==> config.mk <==
export PLATFORM = sky130hd
export DESIGN_NAME = grid_scan_driver
export DESIGN_NICKNAME = d
export VERILOG_FILES = /design/src/rtl/grid_scan_driver.sv
export SDC_FILE = /design/constraint.sdc
export NUM_CORES = 1
export LEC_CHECK = 0
export BUFFER_PORTS_ARGS = -buffer_cell sky130_fd_sc_hd__buf_4
export CORE_UTILIZATION = 50
export DETAILED_ROUTE_END_ITERATION = 6
export PLACE_DENSITY = 0.71
export REMOVE_ABC_BUFFERS = 1
export SLEW_MARGIN = 0
export SYNTH_ARGS = -nofsm -noshare
export SYNTH_HDL_FRONTEND = slang
export SYNTH_SLANG_ARGS = --single-unit
==> constraint.sdc <==
create_clock -name clk -period 16 [get_ports clk]
set_input_delay 0.8 -clock clk [delete_from_list [all_inputs] [get_ports clk]]
set_output_delay 0.8 -clock clk [all_outputs]
set_load 0.01 [all_outputs]
==> src/rtl/grid_scan_driver.sv <==
// Row-multiplexed 8x8 grid display driver.
// New grids land in a shadow buffer and are copied to the display buffer only at a
// frame boundary, so a frame never shows two different grids. Per-capture statistics
// (population, extinct, stable, generation count) are registered alongside.
module grid_scan_driver #(
  parameter int unsigned SCAN_DIV = 4
) (
  input  logic        clk,
  input  logic        reset,
  input  logic [63:0] grid,
  input  logic        grid_valid,
  output logic [7:0]  row_sel,
  output logic [7:0]  col_data,
  output logic        frame_done,
  output logic [6:0]  population,
  output logic        stable,
  output logic        extinct,
  output logic [15:0] gen_count
);

  localparam int unsigned DW = (SCAN_DIV > 1) ? $clog2(SCAN_DIV) : 1;
  localparam logic [DW-1:0] DwellMax = DW'(SCAN_DIV - 1);

  logic [63:0]   r_shadow;
  logic [63:0]   r_display;
  logic          r_pending;
  logic [2:0]    r_row;
  logic [DW-1:0] r_dwell;
  logic [6:0]    r_population;
  logic          r_stable;
  logic          r_extinct;
  logic [15:0]   r_gen_count;

  logic          w_dwell_last;
  logic          w_boundary;
  logic [6:0]    w_popcount;
  logic          w_same;

  assign w_dwell_last = (r_dwell == DwellMax);
  assign w_boundary   = w_dwell_last && (r_row == 3'd7);
  // The shadow always holds the most recent capture, so it doubles as the
  // "previous grid" reference; gen_count != 0 says such a capture exists.
  assign w_same       = (r_gen_count != 16'd0) && (grid == r_shadow);

  // Count live cells of the incoming grid.
  always_comb begin
    w_popcount = 7'd0;
    for (int i = 0; i < 64; i++) begin
      w_popcount = w_popcount + {6'd0, grid[i]};
    end
  end

  // Outputs decoded straight from registered scan state and display buffer.
  assign row_sel    = 8'h01 << r_row;
  assign col_data   = r_display[{r_row, 3'b000} +: 8];
  assign frame_done = w_boundary;
  assign population = r_population;
  assign stable     = r_stable;
  assign extinct    = r_extinct;
  assign gen_count  = r_gen_count;

  // Scan counters: dwell SCAN_DIV cycles on each row, rows wrap 7 -> 0.
  always_ff @(posedge clk) begin
    if (reset) begin
      r_row   <= 3'd0;
      r_dwell <= '0;
    end else if (w_dwell_last) begin
      r_dwell <= '0;
      r_row   <= r_row + 3'd1;
    end else begin
      r_dwell <= r_dwell + DW'(1);
    end
  end

  // Shadow/display double buffer; display only changes at a frame boundary.
  always_ff @(posedge clk) begin
    if (reset) begin
      r_shadow  <= 64'd0;
      r_display <= 64'd0;
      r_pending <= 1'b0;
    end else begin
      // Uses the old shadow, so a grid arriving on the boundary waits a frame.
      if (w_boundary && r_pending) begin
        r_display <= r_shadow;
      end
      if (grid_valid) begin
        r_shadow  <= grid;
        r_pending <= 1'b1;
      end else if (w_boundary) begin
        r_pending <= 1'b0;
      end
    end
  end

  // Per-capture statistics, held between captures.
  always_ff @(posedge clk) begin
    if (reset) begin
      r_population <= 7'd0;
      r_extinct    <= 1'b1;
      r_stable     <= 1'b0;
      r_gen_count  <= 16'd0;
    end else if (grid_valid) begin
      r_population <= w_popcount;
      r_extinct    <= (grid == 64'd0);
      r_stable     <= w_same;
      if (r_gen_count != 16'hFFFF) begin
        r_gen_count <= r_gen_count + 16'd1;
      end
    end
  end

endmodule

[After elaboration in Yosys (flattened, before gate mapping)]
Index checks and enable logic that the tools add are counted.
Word-level totals
  register bits after elaboration: 159
  input port bits: 67
  output and inout port bits: 42
  word-level logic and storage cells: 91
Cells by class
  $add $sub $neg: 66
  eq/ne operators: 4
  shift operators: 2
  multiplexer cells: 2
  reduce and logical (&&, ||, !) cells: 8
Operators by type and width (count)
  $add 7x1->7: 57
  $eq 64x64->1: 1
  $logic_not 64->1: 1
  $shiftx 64x7->8: 1
  $add 16x1->16 const B: 1
  $ne 16x16->1 const B: 1
  $reduce_bool 16->1: 1
  $shl 1x3->8 const A: 1
  $add 6x1->7: 1
  $add 5x1->6: 1
  $add 4x1->5: 1
  $add 3x1->4: 1
  $add 2x1->3: 1
  $add 3x1->3 const B: 1
  $eq 3x3->1 const B: 1
  $logic_and 1x1->1: 3
  $add 1x1->2: 1
  $add 2x1->2 const B: 1
  $eq 2x2->1 const B: 1
  $mux 1: 2
  $reduce_and 2->1: 1
  $reduce_bool 2->1: 1
  $reduce_or 2->1: 1

[Logic depth before layout (Yosys ltp)]
  depth in word-level cells: 63
  depth in mapped cells: 21

[Worst setup path before layout]
No wires, ideal clock.
  kind: input-to-reg
  from: in grid[35]
  to: reg r_population[5] (netlist: population[5])
  data arrival time: 6.242 ns
  data required time: 15.854 ns
  slack: 9.612 ns
  stages on the path: 21
  buffers on the path: 0
  cell sequence: inv_1 fa_1 inv_1 fa_1 fa_1 inv_1 fa_1 inv_1 fa_1 fa_1 fa_1 inv_1 fa_1 inv_1 ha_1 a21o_1 a21oi_1 nor2b_1 o21ai_0 mux2i_1 o311ai_0
On the way
  longest elaborated chain between the ends: 29
RTL lines
  start: declaration: RTL line 10  | input logic [63:0] grid,
  $add 7x1->7 (29 in a row): RTL line 49  | w_popcount = w_popcount + {6'd0, grid[i]};
  end signal: assignment: RTL line 103  | r_population <= w_popcount;
  end: declaration: RTL line 29  | logic [6:0] r_population;
No other way between the ends.
A chain may end at the register's enable or synchronous reset.

[Worst setup path in the final report]
  from: in grid[1]
  to: reg r_population[5] (netlist: population[5])
On the way
  longest elaborated chain between the ends: 63
RTL lines (RTL line)
  $add 1x1->2: 49
  $add 2x1->3: 49
  $add 3x1->4: 49
  $add 4x1->5: 49
  $add 5x1->6: 49
  $add 6x1->7: 49
  $add 7x1->7 (57 in a row): 49
No other way between the ends.

==> summary.txt <==
Outcome
  • Status: complete, no violations

Drt
  • Post-DRT Antenna Nets: 0
  • Total number of vias: 7264
  • Post-route DRC: 0
  • Drt initial violations: 712
  • DRT Wirelength: 24800 um
  • Vias/cell: 5.57
  • First-pass DRT Iterations: 5
  • WL/cell: 19.0 um

Clock tree
  • PostCTS Resize Cnt: 0
  • CTS buffer count: 17
  • Setup bufs post-CTS: 0
  • # hold bufs at CTS: 0
  • Clk_lat worst skew: about 440 ps
  • Htree depth: 4
  • CTS tree: done
  • Clk sinks: 159
  • Root Driver: clkbuf_16
  • Worst-path clk slew: 70 ps
  • CTS Buffer Depth: 2

Logic synthesis
  • Leading post-synthesis cells by cell area: dfxtp_1, fa_1, mux2i_1
  • Most common cell in the netlist: nand2_1
  • Mean Syn Cell Area: between 9 and 10 um2
  • Synthesis Warnings: 0
  • Synth Instances: 979
  • Synthesized cell area: 8860 um2
  • Flop and latch count out of synthesis: 159
  • Post-synth EDFFs: 0
  • Synth Flop Type: dfxtp_1
  • Post-synth top area cell: dfxtp_1
  • Commonest cells in the netlist: nand2_1, dfxtp_1, inv_1
  • Post-synth top area share: 35.9%
  • Post-synthesis sequential area ratio: 35.9%
  • Post-synth ARST share: 0%
  • Post-synth cell types: 48

Floorplan
  • Initial Utilization: 51.2%
  • DIE AREA: 18300 um2
  • CORE AREA: 17300 um2
  • Top Ports: approximately 110
  • Die Y-Extent: 135 um
  • Die width: 135 um
  • Cell Rows: 48

Worst setup path
  • Crit Path Max Fanout: 4
  • Startpoint types: input port
  • Critical Path AT: 6570 ps
  • WS Path Type: input port to flop
  • Slowest cell on the critical path: fa_1
  • Most common cell on crit path: fa_1
  • Critical Path Sink Type: flop
  • Crit path max-delay family: adder cells
  • CP peak stage delay: 550 ps
  • Worst path bufs/invs: 5
  • Critical Path, Cell by Cell: buf_4, inv_1, fa_1, fa_1, inv_1, fa_1, fa_1, fa_1, fa_1, fa_1, inv_1, fa_1, inv_1, ha_1, a21o_1, a21oi_1, nor2b_1, o21ai_0, mux2i_1, o311ai_0
  • Required time at the worst-slack endpoint: around 16000 ps

Timing
  • Fin crit share: 39.3%
  • Max Clk Rate: around 160 MHz
  • Slew Limit Fails: 0
  • Slew @ Worst Pin: around 1200 ps
  • Final Skew: 10.4 ps
  • Final Setup Violations: 0
  • Hold Fails Final Rpt: 0
  • Setup TNS: 0 ps
  • Max transition margin: 16.6%
  • RSZ-0062 raised after global routing: no
  • Tmin final: 6290 ps

Cells and area
  • Diode count: 0
  • Fillers: 1532
  • Final core occ: 60.5%
  • Post-Layout Inst Area: 10500 um2
  • Final cell count without fillers: 1305
  • Layout cell share with drive strength beyond 1: 15.7%
  • Area growth syn-to-layout: 18.1%
  • Nets@finish: between 1000 and 1500

Place
  • Routability cong.: 1.03
  • HPWL Detailed: 18200 um
  • Dpl cell area: ~10000 um2
  • Placed insts: roughly 1300
  • Port bufs: roughly 110

Global routing
  • Antenna violations before repair: 0
  • First-pass GRT wire length: 38100 um
  • Largest net degree at the start of global routing: 93
  • Vias in the first global route: 6896
  • Gr ovfl total: 0
  • Gr usage total: between 20% and 30%

Pwr
  • Peak supply drop: 0.754 mV
  • PwrDens: 194 nW/um2
  • Pwr Total: 2.03 mW
  • Leakage power: 4.61 nW

Run
  • Max_cap viols: 0

Worst hold path
  • Worst hold path class: flop to flop
-- cells in the final DEF (no fill, tap or decap), drive strengths merged, types with 2 or more instances in the layout --
master,count
a2111oi,2
a211oi,3
a21o,2
a21oi,70
a221oi,2
a22o,5
and2,4
and3,3
buf,115
bufinv,3
clkbuf,18
clkinv,3
dfxtp,159
fa,54
ha,25
inv,119
mux2i,70
mux4,16
nand2,164
nand3,6
nand4,14
nor2,90
nor2b,4
nor3,7
nor4,27
nor4b,3
o21ai,3
o221ai,2
o22ai,8
o2bb2ai,5
or4,4
xnor2,19
xor2,39
-- per-stage QoR --
step	hold slack (ps)	setup slack, ps
after floorplan	400	9620
after global placement	420	9320
after detailed placement	446	9240
after CTS	455	9710
after global routing	471	9360
final	453	9710
-- tightest hold or removal path: stages (launching register included) --
cell and delay (ps):
dfxtp_1 310, nand2_1 50, a21oi_1 50
-- path summary, 6_finish.rpt --
check	depth (start not counted)	to	slack [ps]	start
setup / recovery	20	population[5]	9710	grid[1]
hold reg to reg	2	r_display[17]	450	r_display[17]
setup reg to reg	6	r_display[52]	13050	r_row[1]
hold / removal	2	r_display[17]	450	r_display[17]
-- registers in the layout, summed over array words and instances, names as in the netlist, 2 cells and up --
register and flops:
r_dwell 2, r_shadow 64, r_display 64, gen_count 16
r_row 3, population 7
-- layer usage --
metal  up-vias  GRT usage (%)  share of wire (%)  wire length [um]
li1       3394              -                  -                 -
met1      3526           39.2                 44             10900
met2       294           42.5                 45             11100
met3        50           6.72                8.4              2090
met4         0           11.0                2.6               653
met5         -              0                  0                 0
-- area by class of cell --
class                           instances  area, um2  area share, %
Clock buffer                           18        439           4.20
Multi-Input combinational cell        662       5080           48.6
Sequential cell                       159       3180           30.4
Tap cell                              225        282           2.69
Clock inverter                         14        193           1.84
Inverter                              112        420           4.02
Timing Repair Buffer                  115        863           8.25
-- power by group --
| group | switching, mW | internal (mW) | leakage (nW) |
|---|---|---|---|
| logic | 0.599 | 0.560 | 3.01 |
| registers | 0.0160 | 0.419 | 1.30 |
| clock network | 0.183 | 0.256 | 0.308 |
-- logic make-up after synthesis --
kind of cell / synth area share [%]
simple gates: 16.3
mux: 12.0
xor+xnor: 5.73
buf+inv: 6.78
compound gates: 7.57
fa+ha+maj: 15.7
flops: 35.9
(Power assumes the default switching activity.)
